[config.mk]
export PLATFORM = sky130hd
export DESIGN_NAME = debounce_bank
export DESIGN_NICKNAME = d
export VERILOG_FILES = /design/src/rtl/debounce_bank.sv
export SDC_FILE = /design/constraint.sdc
export NUM_CORES = 1
export LEC_CHECK = 0
export ABC_AREA = 1
export CAP_MARGIN = 0
export CORE_ASPECT_RATIO = 1.1
export CORE_MARGIN = 4
export CORE_UTILIZATION = 40
export DETAILED_ROUTE_END_ITERATION = 7
export PLACE_DENSITY = 0.53
export SYNTH_ARGS = -nofsm -noshare
export SYNTH_HDL_FRONTEND = slang
export SYNTH_SLANG_ARGS = --single-unit
[constraint.sdc]
create_clock -name clk -period 4.09 [get_ports clk]
set_input_delay 0.409 -clock clk [delete_from_list [all_inputs] [get_ports clk]]
set_output_delay 0.409 -clock clk [all_outputs]
set_load 0.01 [all_outputs]
[src/rtl/debounce_bank.sv]
`default_nettype none
// ============================================================================
// Module   : debounce_bank
// Purpose  : Multi-channel switch/button debouncer. Each channel runs
//            independently:
//              - a two-flop synchroniser brings raw[i] into clk;
//              - a stability counter accepts a new synchronised level only
//                after it has persisted for DB_CYCLES consecutive cycles;
//              - registered one-cycle pulses are produced on each accepted
//                edge.
// Ports    : clk    - sole clock, rising edge
//            reset  - asynchronous, active-high; clears all state
//            raw    - [N_CH] asynchronous switch/button levels
//            level  - [N_CH] debounced level
//            rise   - [N_CH] one-cycle pulse, level 0->1
//            fall   - [N_CH] one-cycle pulse, level 1->0
//            press  - [N_CH] rise, OR'd with auto-repeat pulses if enabled
// Options  : DEBOUNCE_AUTOREPEAT_EN - when defined, a held button re-issues
//            press pulses RPT_DELAY cycles after its rise pulse, then every
//            RPT_PERIOD cycles while level stays 1. When undefined, press is
//            identical to rise and RPT_DELAY/RPT_PERIOD are ignored.
// Revision : 1.0 - initial release
// ============================================================================
module debounce_bank #(
  parameter int N_CH       = 5,
  parameter int DB_CYCLES  = 1000000,
  parameter int RPT_DELAY  = 25000000,
  parameter int RPT_PERIOD = 5000000
) (
  input  logic            clk,
  input  logic            reset,
  input  logic [N_CH-1:0] raw,
  output logic [N_CH-1:0] level,
  output logic [N_CH-1:0] rise,
  output logic [N_CH-1:0] fall,
  output logic [N_CH-1:0] press
);

  localparam int CNT_W = $clog2(DB_CYCLES + 1);
  localparam logic [CNT_W-1:0] CNT_LAST = CNT_W'(DB_CYCLES - 1);

`ifdef DEBOUNCE_AUTOREPEAT_EN
  localparam int RPT_MAX = (RPT_DELAY > RPT_PERIOD) ? RPT_DELAY : RPT_PERIOD;
  localparam int RPT_W   = $clog2(RPT_MAX + 1);
  localparam logic [RPT_W-1:0] DELAY_LAST  = RPT_W'(RPT_DELAY - 1);
  localparam logic [RPT_W-1:0] PERIOD_LAST = RPT_W'(RPT_PERIOD - 1);
`endif

  for (genvar i = 0; i < N_CH; i++) begin : g_ch
    logic             s1;
    logic             s2;
    logic             lvl;
    logic [CNT_W-1:0] cnt;
    logic             rise_q;
    logic             fall_q;
    logic             press_q;
    logic             accept;
    logic             press_set;

    // The synchronised level has differed from the accepted level for
    // DB_CYCLES sampled cycles: this edge commits s2 as the new level.
    assign accept = (s2 != lvl) && (cnt == CNT_LAST);

    always_ff @(posedge clk or posedge reset) begin
      if (reset) begin
        s1     <= 1'b0;
        s2     <= 1'b0;
        lvl    <= 1'b0;
        cnt    <= '0;
        rise_q <= 1'b0;
        fall_q <= 1'b0;
      end else begin
        s1     <= raw[i];
        s2     <= s1;
        rise_q <= accept & s2;
        fall_q <= accept & ~s2;
        // Any return to the accepted level discards the partial count, so
        // glitches shorter than DB_CYCLES leave no trace.
        if (s2 == lvl) begin
          cnt <= '0;
        end else if (cnt == CNT_LAST) begin
          lvl <= s2;
          cnt <= '0;
        end else begin
          cnt <= cnt + 1'b1;
        end
      end
    end

`ifdef DEBOUNCE_AUTOREPEAT_EN
    logic [RPT_W-1:0] rcnt;
    logic             in_period;
    logic             rpt_due;

    // rcnt counts edges since the rise pulse (or since the last repeat).
    // A repeat is suppressed on the edge where the level drops, so a
    // coincident fall wins.
    assign rpt_due = lvl && !accept &&
                     (rcnt == (in_period ? PERIOD_LAST : DELAY_LAST));

    always_ff @(posedge clk or posedge reset) begin
      if (reset) begin
        rcnt      <= '0;
        in_period <= 1'b0;
      end else if (!lvl || accept) begin
        // Idle while released; cleared on both the rise and fall edges.
        rcnt      <= '0;
        in_period <= 1'b0;
      end else if (rpt_due) begin
        rcnt      <= '0;
        in_period <= 1'b1;
      end else begin
        rcnt      <= rcnt + 1'b1;
      end
    end

    assign press_set = (accept & s2) | rpt_due;
`else
    assign press_set = accept & s2;
`endif

    always_ff @(posedge clk or posedge reset) begin
      if (reset) begin
        press_q <= 1'b0;
      end else begin
        press_q <= press_set;
      end
    end

    assign level[i] = lvl;
    assign rise[i]  = rise_q;
    assign fall[i]  = fall_q;
    assign press[i] = press_q;
  end

endmodule
`default_nettype wire

==> impl_metrics.json <==
{
  "seqPwrFrac_pct": 43.2,
  "reg2reg_from": "g_ch[0].lvl$_DFFE_PP0P_",
  "leakagePower_nw": 3.17,
  "die_area_mm2": 0.0187,
  "rr_endpoint": "g_ch[0].cnt[9]$_DFF_PP0_",
  "setup_viol": 0,
  "hold_viol_final": 0,
  "power_frac_clock_pct": 53.9,
  "r2r_slack_ns": 2.23,
  "initial_utilization_pct": 40.6,
  "drv_cap": 0,
  "grt_max_degree": 75,
  "fin_crit_ns": 1.86,
  "synth_seq_area_share_pct": 47.3,
  "n_fill_cell": 1609,
  "coreArea_mm2": 0.0163,
  "cts-resized-gates": 0,
  "yosys_warnings": 0,
  "period_share_pct": 45.6,
  "numCtsBuffers": 17,
  "syn-num-nets": 834,
  "cts_setup_buffers": 0,
  "synthCells": 822,
  "postSynthAreaPerCell_um2": 8.05,
  "startpoint": "g_ch[0].lvl$_DFFE_PP0P_",
  "cts.reportedPaths.clkPinSlew_ns": 0.05,
  "drive_above_1_share_pct": 10.5,
  "placed_cell_area_mm2": 0.00700,
  "cp-end-kind": "register",
  "ant_nets": 0,
  "worstRegToRegCells": 6,
  "hold_buffers": 0,
  "hpwl_um": 9640,
  "slew-limit-headroom_pct": 38.2,
  "max_freq_ghz": 0.536,
  "switchingPower_w": 0.000603,
  "clkSinkCount": 125,
  "rows": 49,
  "critPathArrivalTime_ns": 2.15,
  "die_y_um": 143,
  "fin_area_mm2": 0.00762,
  "grt.total_usage_pct": 15.5,
  "viasPerCell": 4.83,
  "routedWlPerCell_um": 12.4,
  "worstPathMaxFanout": 12,
  "drc": 0,
  "grt_pass1_wl_um": 23300,
  "worst_pin_slew_ns": 0.927,
  "ctsRootBufferMaster": "clkbuf_16",
  "finalPower_w": 0.00293,
  "cts_tree": "built",
  "grt_pass1_vias": 5310,
  "antenna_found_initial": 0,
  "areaGrowthSynthToFinish_pct": 15.2,
  "gr-total-overflow": 0,
  "comb_power_share_pct": 2.9,
  "p_sw_share_pct": 20.6,
  "drt_iter0_drc": 209,
  "cts_max_level": 4,
  "slew_violations": 0,
  "dieWidth_um": 131,
  "max-vdd-ir-drop_mv": 0.269,
  "io_buffers": 26,
  "via_count": 5138,
  "worstSetupStartpointType": "register",
  "finalClockSkew_ns": 0.00501,
  "synth_area_mm2": 0.00661,
  "clkLatencyLatePin_ns": 0.40,
  "layout_common_cells": "nor2_1, nand2_1, dfrtp_1, nand3_1, inv_1",
  "pre_cts_ws_ns": 2.19,
  "cts_buffer_depth": 2,
  "power_per_cell_area_mw_per_mm2": 384,
  "power.internal_w": 0.00233,
  "setup-tns-final_ns": 0,
  "final_nets": 859,
  "hp-start": "g_ch[3].s1$_DFF_PP0_",
  "ys_types": 32,
  "worst_slack_ns": 2.23,
  "drt-total-wl_um": 13200,
  "final_common_cell": "nor2_1",
  "critical_path_class": "register to register",
  "cp.required_ns": 4.37,
  "io_pins": 27,
  "rsz0062_at_grt": "false",
  "crit_path_end": "g_ch[0].cnt[9]$_DFF_PP0_",
  "ys_ff_latch": 125,
  "hp-class": "register to register",
  "status": "completed",
  "antennaDiodeCount": 0,
  "dr.pass1.iters": 4,
  "gp_congestion": 0.885
}
[sequential cells by signal, indices dropped and copies added (netlist names)]
signal        flops
g_ch.fall_q       5
g_ch.cnt        100
g_ch.press_q      5
g_ch.s1           5
g_ch.lvl          5
g_ch.s2           5
[per-stage QoR]
step / hold WS (ns) / util, % / cells
final: 0.349 / 46.7 / 1064
after global placement: 0.333 / 42.9 / 1032
after global routing: 0.359 / 46.7 / 1064
after floorplan: 0.331 / - / 822
after detailed placement: 0.338 / 42.9 / 1032
after CTS: 0.352 / 46.7 / 1064
[logic make-up (layout without fill, tap and decap cells)]
| logic type | Yosys count | in the layout | share of synthesized area, % |
|---|---|---|---|
| adder cells (fa/ha/maj) | 5 | 5 | 0.946 |
| flip-flops | 125 | 125 | 47.3 |
| XOR/XNOR | 49 | 49 | 6.49 |
| AND/OR/NAND/NOR | 516 | 516 | 36.1 |
| buffers and inverters | 100 | 138 | 6.83 |
| AO/OA/AOI/OAI | 27 | 27 | 2.36 |
[how the worst min path moves through the flow]
stage                           end  slack [ns]  cells past startpoint
2_1_floorplan  g_ch[0].s2$_DFF_PP0_        0.33                      0
3_3_place_gp   g_ch[3].s2$_DFF_PP0_        0.33                      0
3_5_place_dp   g_ch[1].s2$_DFF_PP0_        0.34                      0
4_1_cts        g_ch[3].s2$_DFF_PP0_        0.35                      0
5_1_grt        g_ch[1].s2$_DFF_PP0_        0.36                      0
6_report       g_ch[3].s2$_DFF_PP0_        0.35                      0
[synth_stat cells]
cell type | number | share of area [%]
a21oi_1 | 12 | 0.91
a31oi_1 | 1 | 0.095
and2_1 | 1 | 0.095
buf_2 | 1 | 0.076
buf_4 | 20 | 2.3
dfrtp_1 | 125 | 47
ha_1 | 5 | 0.95
inv_1 | 76 | 4.3
inv_2 | 3 | 0.17
nand2_1 | 129 | 7.3
nand2_2 | 13 | 1.2
nand2_4 | 1 | 0.17
nand3_1 | 77 | 5.8
nand3_2 | 7 | 1.1
nand3_4 | 3 | 0.79
nand3b_1 | 3 | 0.34
nand4_1 | 12 | 1.1
nor2_1 | 211 | 12
nor2_2 | 18 | 1.7
nor2_4 | 10 | 1.7
nor3_1 | 23 | 1.7
nor3_2 | 1 | 0.15
nor3b_1 | 4 | 0.45
nor3b_2 | 1 | 0.19
nor4_1 | 1 | 0.095
o21a_1 | 4 | 0.45
o21ai_0 | 3 | 0.23
o21ai_1 | 3 | 0.23
o21bai_1 | 4 | 0.45
or2_2 | 1 | 0.095
xnor2_1 | 20 | 2.6
xor2_1 | 29 | 3.8
[routing by layer]
layer | vias up | global-route usage, % | part of all wire (%)
met3 | 21 | 3.37 | 2.5
li1 | 2638 | - | -
met2 | 68 | 26.4 | 50
met4 | 0 | 6.71 | 1.6
met5 | - | 0 | 0
met1 | 2411 | 18.7 | 46
[worst max-delay path, stage by stage (launching register included)]
cell and delay [ns]:
dfrtp_1 0.40, inv_1 0.10, nor2_1 0.05, nor2_1 0.70, inv_1 0.20, nand2_1 0.24, nor2_1 0.08
[power by group through the flow]
stage | combinational [W] | clock (W) | sequential, W
final | 0.0000850 | 0.00158 | 0.00127
after floorplan | 0.0000610 | 0 | 0.00129
after global placement | 0.0000871 | 0 | 0.00129
after global routing | 0.000101 | 0.00169 | 0.00127
after CTS | 0.0000896 | 0.00162 | 0.00127
after detailed placement | 0.0000895 | 0 | 0.00129
[layout make-up]
type                            count  area, um2  share of cell area (%)
Tap cell                          204        255                    3.35
Sequential cell                   125       3130                    41.0
Clock inverter                     11        165                    2.17
Multi-Input combinational cell    597       3030                    39.8
Clock buffer                       21        460                    6.04
Inverter                           79        299                    3.92
Timing Repair Buffer               27        280                    3.68
No activity file was read; power rests on OpenSTA's default activity.
==> edit 1 (config.mk and constraints unchanged) <==
Register the output `press` once more, cleared by the reset; this adds one clock of latency there. The other outputs are not delayed to match. Comments in the files are not updated.
--- a/src/rtl/debounce_bank.sv
+++ b/src/rtl/debounce_bank.sv
@@ -38,6 +38,8 @@
 
   localparam int CNT_W = $clog2(DB_CYCLES + 1);
   localparam logic [CNT_W-1:0] CNT_LAST = CNT_W'(DB_CYCLES - 1);
+
+  logic [N_CH-1:0] press_d;
 
 `ifdef DEBOUNCE_AUTOREPEAT_EN
   localparam int RPT_MAX = (RPT_DELAY > RPT_PERIOD) ? RPT_DELAY : RPT_PERIOD;
@@ -130,7 +132,15 @@
     assign level[i] = lvl;
     assign rise[i]  = rise_q;
     assign fall[i]  = fall_q;
-    assign press[i] = press_q;
+    assign press_d[i] = press_q;
+  end
+
+  always_ff @(posedge clk or posedge reset) begin
+    if (reset) begin
+      press <= '0;
+    end else begin
+      press <= press_d;
+    end
   end
 
 endmodule
Formal check against the unedited RTL: no difference found for any inputs over 10 cycles, from zero or initial values and one cycle with reset high; that may be too few to reach the edited logic, so the function may still have changed.
==> edit 1 against the unedited design <==
- sequential cell count rose by 5
- critical path type unchanged
- area after synthesis rose by 1.3%
- design area rose by 2.2%
- setup slack got worse by 0.0019 ns
- clock power rose by 8%
- cell count rose by 0.56%
- routed wire length rose by 2.0%
- highest routed layer unchanged
- combinational power rose by 0.9%
- first-iteration DRC count rose by 56%
- power rose by 6.1%
==> edit 1: results (changes against the unedited design) <==
[global_route]
grt_pass1_wl_mm=23.89  ; was 23.35 mm
grtUsageMet3=0.03852  ; was 0.03367
grt_use_total=0.1533  ; was 0.1547
grt_max_degree=64  ; was 75
use_met2=0.2590  ; was 0.2642
use_met1=0.1920  ; was 0.1869

[final_layout]
multi_input_gates=597  ; unchanged
layout.nets=866  ; was 859
final-seq-area_um2=3253  ; was 3128 um2
drive_gt1_frac=0.1051  ; was 0.1047
largest_register_ffs=100  ; unchanged
layout.nonclk_buf_frac=0.03630  ; was 0.03677
clkCellAreaFrac=0.08545  ; was 0.08207
n_all_buffers=29  ; was 27
n_fill_cell=1594  ; was 1609
fin_area_um2=7790  ; was 7622 um2

[synth]
ys_types=32  ; unchanged
ys_seq_area_frac=0.4854  ; was 0.4729
yosys-top-cells-area=dfrtp_1 (49%), nor2_1 (12%), nand2_1 (7.2%)  ; was dfrtp_1 (47%), nor2_1 (12%), nand2_1 (7.3%)

[critical_path]
r2r_slack_ns=2.22  ; was 2.23 ns

[sta]
fin_skew_ns=0.009374  ; was 0.005012 ns
relSlewSlack=0.4093  ; was 0.3818

[detailed_routing]
routedWlPerCell_um=12.60  ; was 12.42 um
dr.first_iter.drc_count=325  ; was 209
met1_length_mm=6.337  ; was 6.058 mm
wl_met2_mm=6.551  ; was 6.617 mm
vias=5198  ; was 5138
wl_met3_um=432  ; was 334 um
dr.pass1.iters=5  ; was 4

[clocking]
clock_latency_ns=0.42  ; was 0.40 ns

[place]
hpwl_mm=9.830  ; was 9.640 mm
gp_congestion=0.8742  ; was 0.8852
placed_area_um2=7124  ; was 6997 um2

[power]
leakagePower_nw=3.271  ; was 3.172 nW
ir_drop_v=0.0002567  ; was 0.0002688 V

[run_status]
outcome=complete, no violations  ; unchanged

==> edit 1: cell count changes after synthesis <==
cell	before	now
buf_4	20	15
dfrtp_1	125	130
==> edit 1: logic make-up (layout without fill, tap and decap cells) <==
group / Yosys count / count (layout) / share of synthesized area
flops: 130 / 130 / 0.4854
compound gates: 27 / 27 / 0.02334
fa+ha+maj: 5 / 5 / 0.009335
buf+inv: 95 / 139 / 0.06180
simple gates: 516 / 516 / 0.3561
xor+xnor: 49 / 49 / 0.06404
==> edit 1: power breakdown <==
group | switching (mW) | internal [mW]
registers | 0.0121 | 1.30
logic | 0.0617 | 0.0241
clock network | 0.538 | 1.17
==> edit 1: through the flow <==
step,cells,hold WS [ns],setup slack (ns)
2_1_floorplan,822,0.3312,0.2117
3_3_place_gp,1039,0.3361,2.273
3_5_place_dp,1039,0.3355,2.215
4_1_cts,1070,0.3483,2.215
5_1_grt,1070,0.3502,2.044
6_report,1070,0.3471,2.224
==> edit 1: final timing paths <==
check	startpoint	end	depth (start not counted)
max	g_ch[0].lvl$_DFFE_PP0P_	g_ch[0].cnt[9]$_DFF_PP0_	6
min	g_ch[2].s1$_DFF_PP0_	g_ch[2].s2$_DFF_PP0_	0
max reg2reg	g_ch[0].lvl$_DFFE_PP0P_	g_ch[0].cnt[9]$_DFF_PP0_	6
min reg2reg	g_ch[2].s1$_DFF_PP0_	g_ch[2].s2$_DFF_PP0_	0
max in group asynchronous	reset	g_ch[3].press_q$_DFF_PP0_	3
min in group asynchronous	reset	g_ch[4].fall_q$_DFF_PP0_	2
==> edit 1: critical path, delay by kind of cell (launching register included) <==
kind	cells	cell delay, ns
buffers and inverters	2	0.31
DFF	1	0.40
and+or+nand+nor	4	1.04
==> edit 2 (same flow settings) <==
Without the edit above. Change the parameter `DB_CYCLES` from 1000000 to 500000.
--- a/src/rtl/debounce_bank.sv
+++ b/src/rtl/debounce_bank.sv
@@ -23,7 +23,7 @@
 // ============================================================================
 module debounce_bank #(
   parameter int N_CH       = 5,
-  parameter int DB_CYCLES  = 1000000,
+  parameter int DB_CYCLES  = 500000,
   parameter int RPT_DELAY  = 25000000,
   parameter int RPT_PERIOD = 5000000
 ) (
Behaviour: same outputs for any inputs over 10 cycles, from zero or initial values and one cycle with reset high; that may be too few to reach the edited logic, so the function may still have changed.
==> edit 2 against the unedited design <==
- sequential cell count decreased by 5
- synthesized cell count increased by 5.6%
- area after synthesis decreased by 0.15%
- power decreased by 6.0%
- sequential share of layout area decreased by 1.3 points
- setup slack improved by 0.055 ns
- routed wire length increased by 0.32%
- core utilization decreased by 0.40 points
- design area decreased by 0.85%
==> edit 2: results (changes against the unedited design) <==
[place]
pre_cts_slack_ns=2.244  ; was 2.186 ns
gp_congestion=0.8208  ; was 0.8852

[detailed_routing]
wirelength_mm=13.26  ; was 13.22 mm
wl_met3_um=407  ; was 334 um
vias=5179  ; was 5138
dr.first_iter.drc_count=206  ; was 209
met1_length_mm=6.428  ; was 6.058 mm

[final_layout]
fin_area_um2=7557  ; was 7622 um2
n_fill_cell=1668  ; was 1609
drive_gt1_frac=0.1007  ; was 0.1047
clkbuf_count=19  ; was 21
num-nonclk-inverters=98  ; was 79
seqAreaFraction=0.3974  ; was 0.4104
multi_input_area_share=0.4060  ; was 0.3981

[synth]
ys_seq_area_frac=0.4547  ; was 0.4729
synth.avg_cell_area_um2=7.608  ; was 8.046 um2
synth_nets=880  ; was 834
synth-seq-cells=120  ; was 125
synth_commonest_cells=nor2_1 (242), nand2_1 (145), dfrtp_1 (120)  ; was nor2_1 (211), nand2_1 (129), dfrtp_1 (125)

[global_route]
grt_max_degree=72  ; was 75
grt_pass1_vias=5143  ; was 5310

[critical_path]
critical-path-top-delay-family=buffers and inverters  ; was simple AND/OR/NAND/NOR gates
crit_fanout=4  ; was 12
reg2reg_to=g_ch[0].cnt[5]$_DFF_PP0_  ; was g_ch[0].cnt[9]$_DFF_PP0_
cp.arrival_ns=1.40  ; was 2.15 ns
cpPeakStageDelay_ns=0.56  ; was 0.70 ns
critPathCapture=level[3]  ; was g_ch[0].cnt[9]$_DFF_PP0_
crit_start=g_ch[3].lvl$_DFFE_PP0P_  ; was g_ch[0].lvl$_DFFE_PP0P_
worst_path_max_delay_cell=clkdlybuf4s50_1  ; was nor2_1

[power]
ir_drop_v=0.0002832  ; was 0.0002688 V

[sta]
fin_skew_ns=0.008743  ; was 0.005012 ns

[hold_path]
min-delay-start=g_ch[0].s1$_DFF_PP0_  ; was g_ch[3].s1$_DFF_PP0_
min_to=g_ch[0].s2$_DFF_PP0_  ; was g_ch[3].s2$_DFF_PP0_

[run_status]
outcome=complete, no violations  ; unchanged

edit 2: cell count changes in the layout (fill, tap and decap cells not counted), sizes merged, moves of 4 or more:
cell    before  now
o21ai        6   12
and2         1    5
o21bai       4    0
o21a         4    0
nor3        24   13
nor2       239  272
nand2      143  163
xnor2       20   16
inv         79  100
nand4       12    6
dfrtp      125  120
nand3       87   72
a21oi       12   23
edit 2: cell families (layout without fill, tap and decap cells):
kind of cell,Yosys count,count (layout),synth area share
AND/OR/NAND/NOR,541,541,0.3683
buffers and inverters,121,157,0.08071
flip-flops,120,120,0.4547
XOR/XNOR,44,44,0.05836
AO/OA/AOI/OAI,37,37,0.02842
adder cells (fa/ha/maj),5,5,0.009473
edit 2: report_power, final:
part           switching (mW)  internal (mW)
clock network           0.558          0.901
logic                  0.0560         0.0219
registers              0.0127           1.20
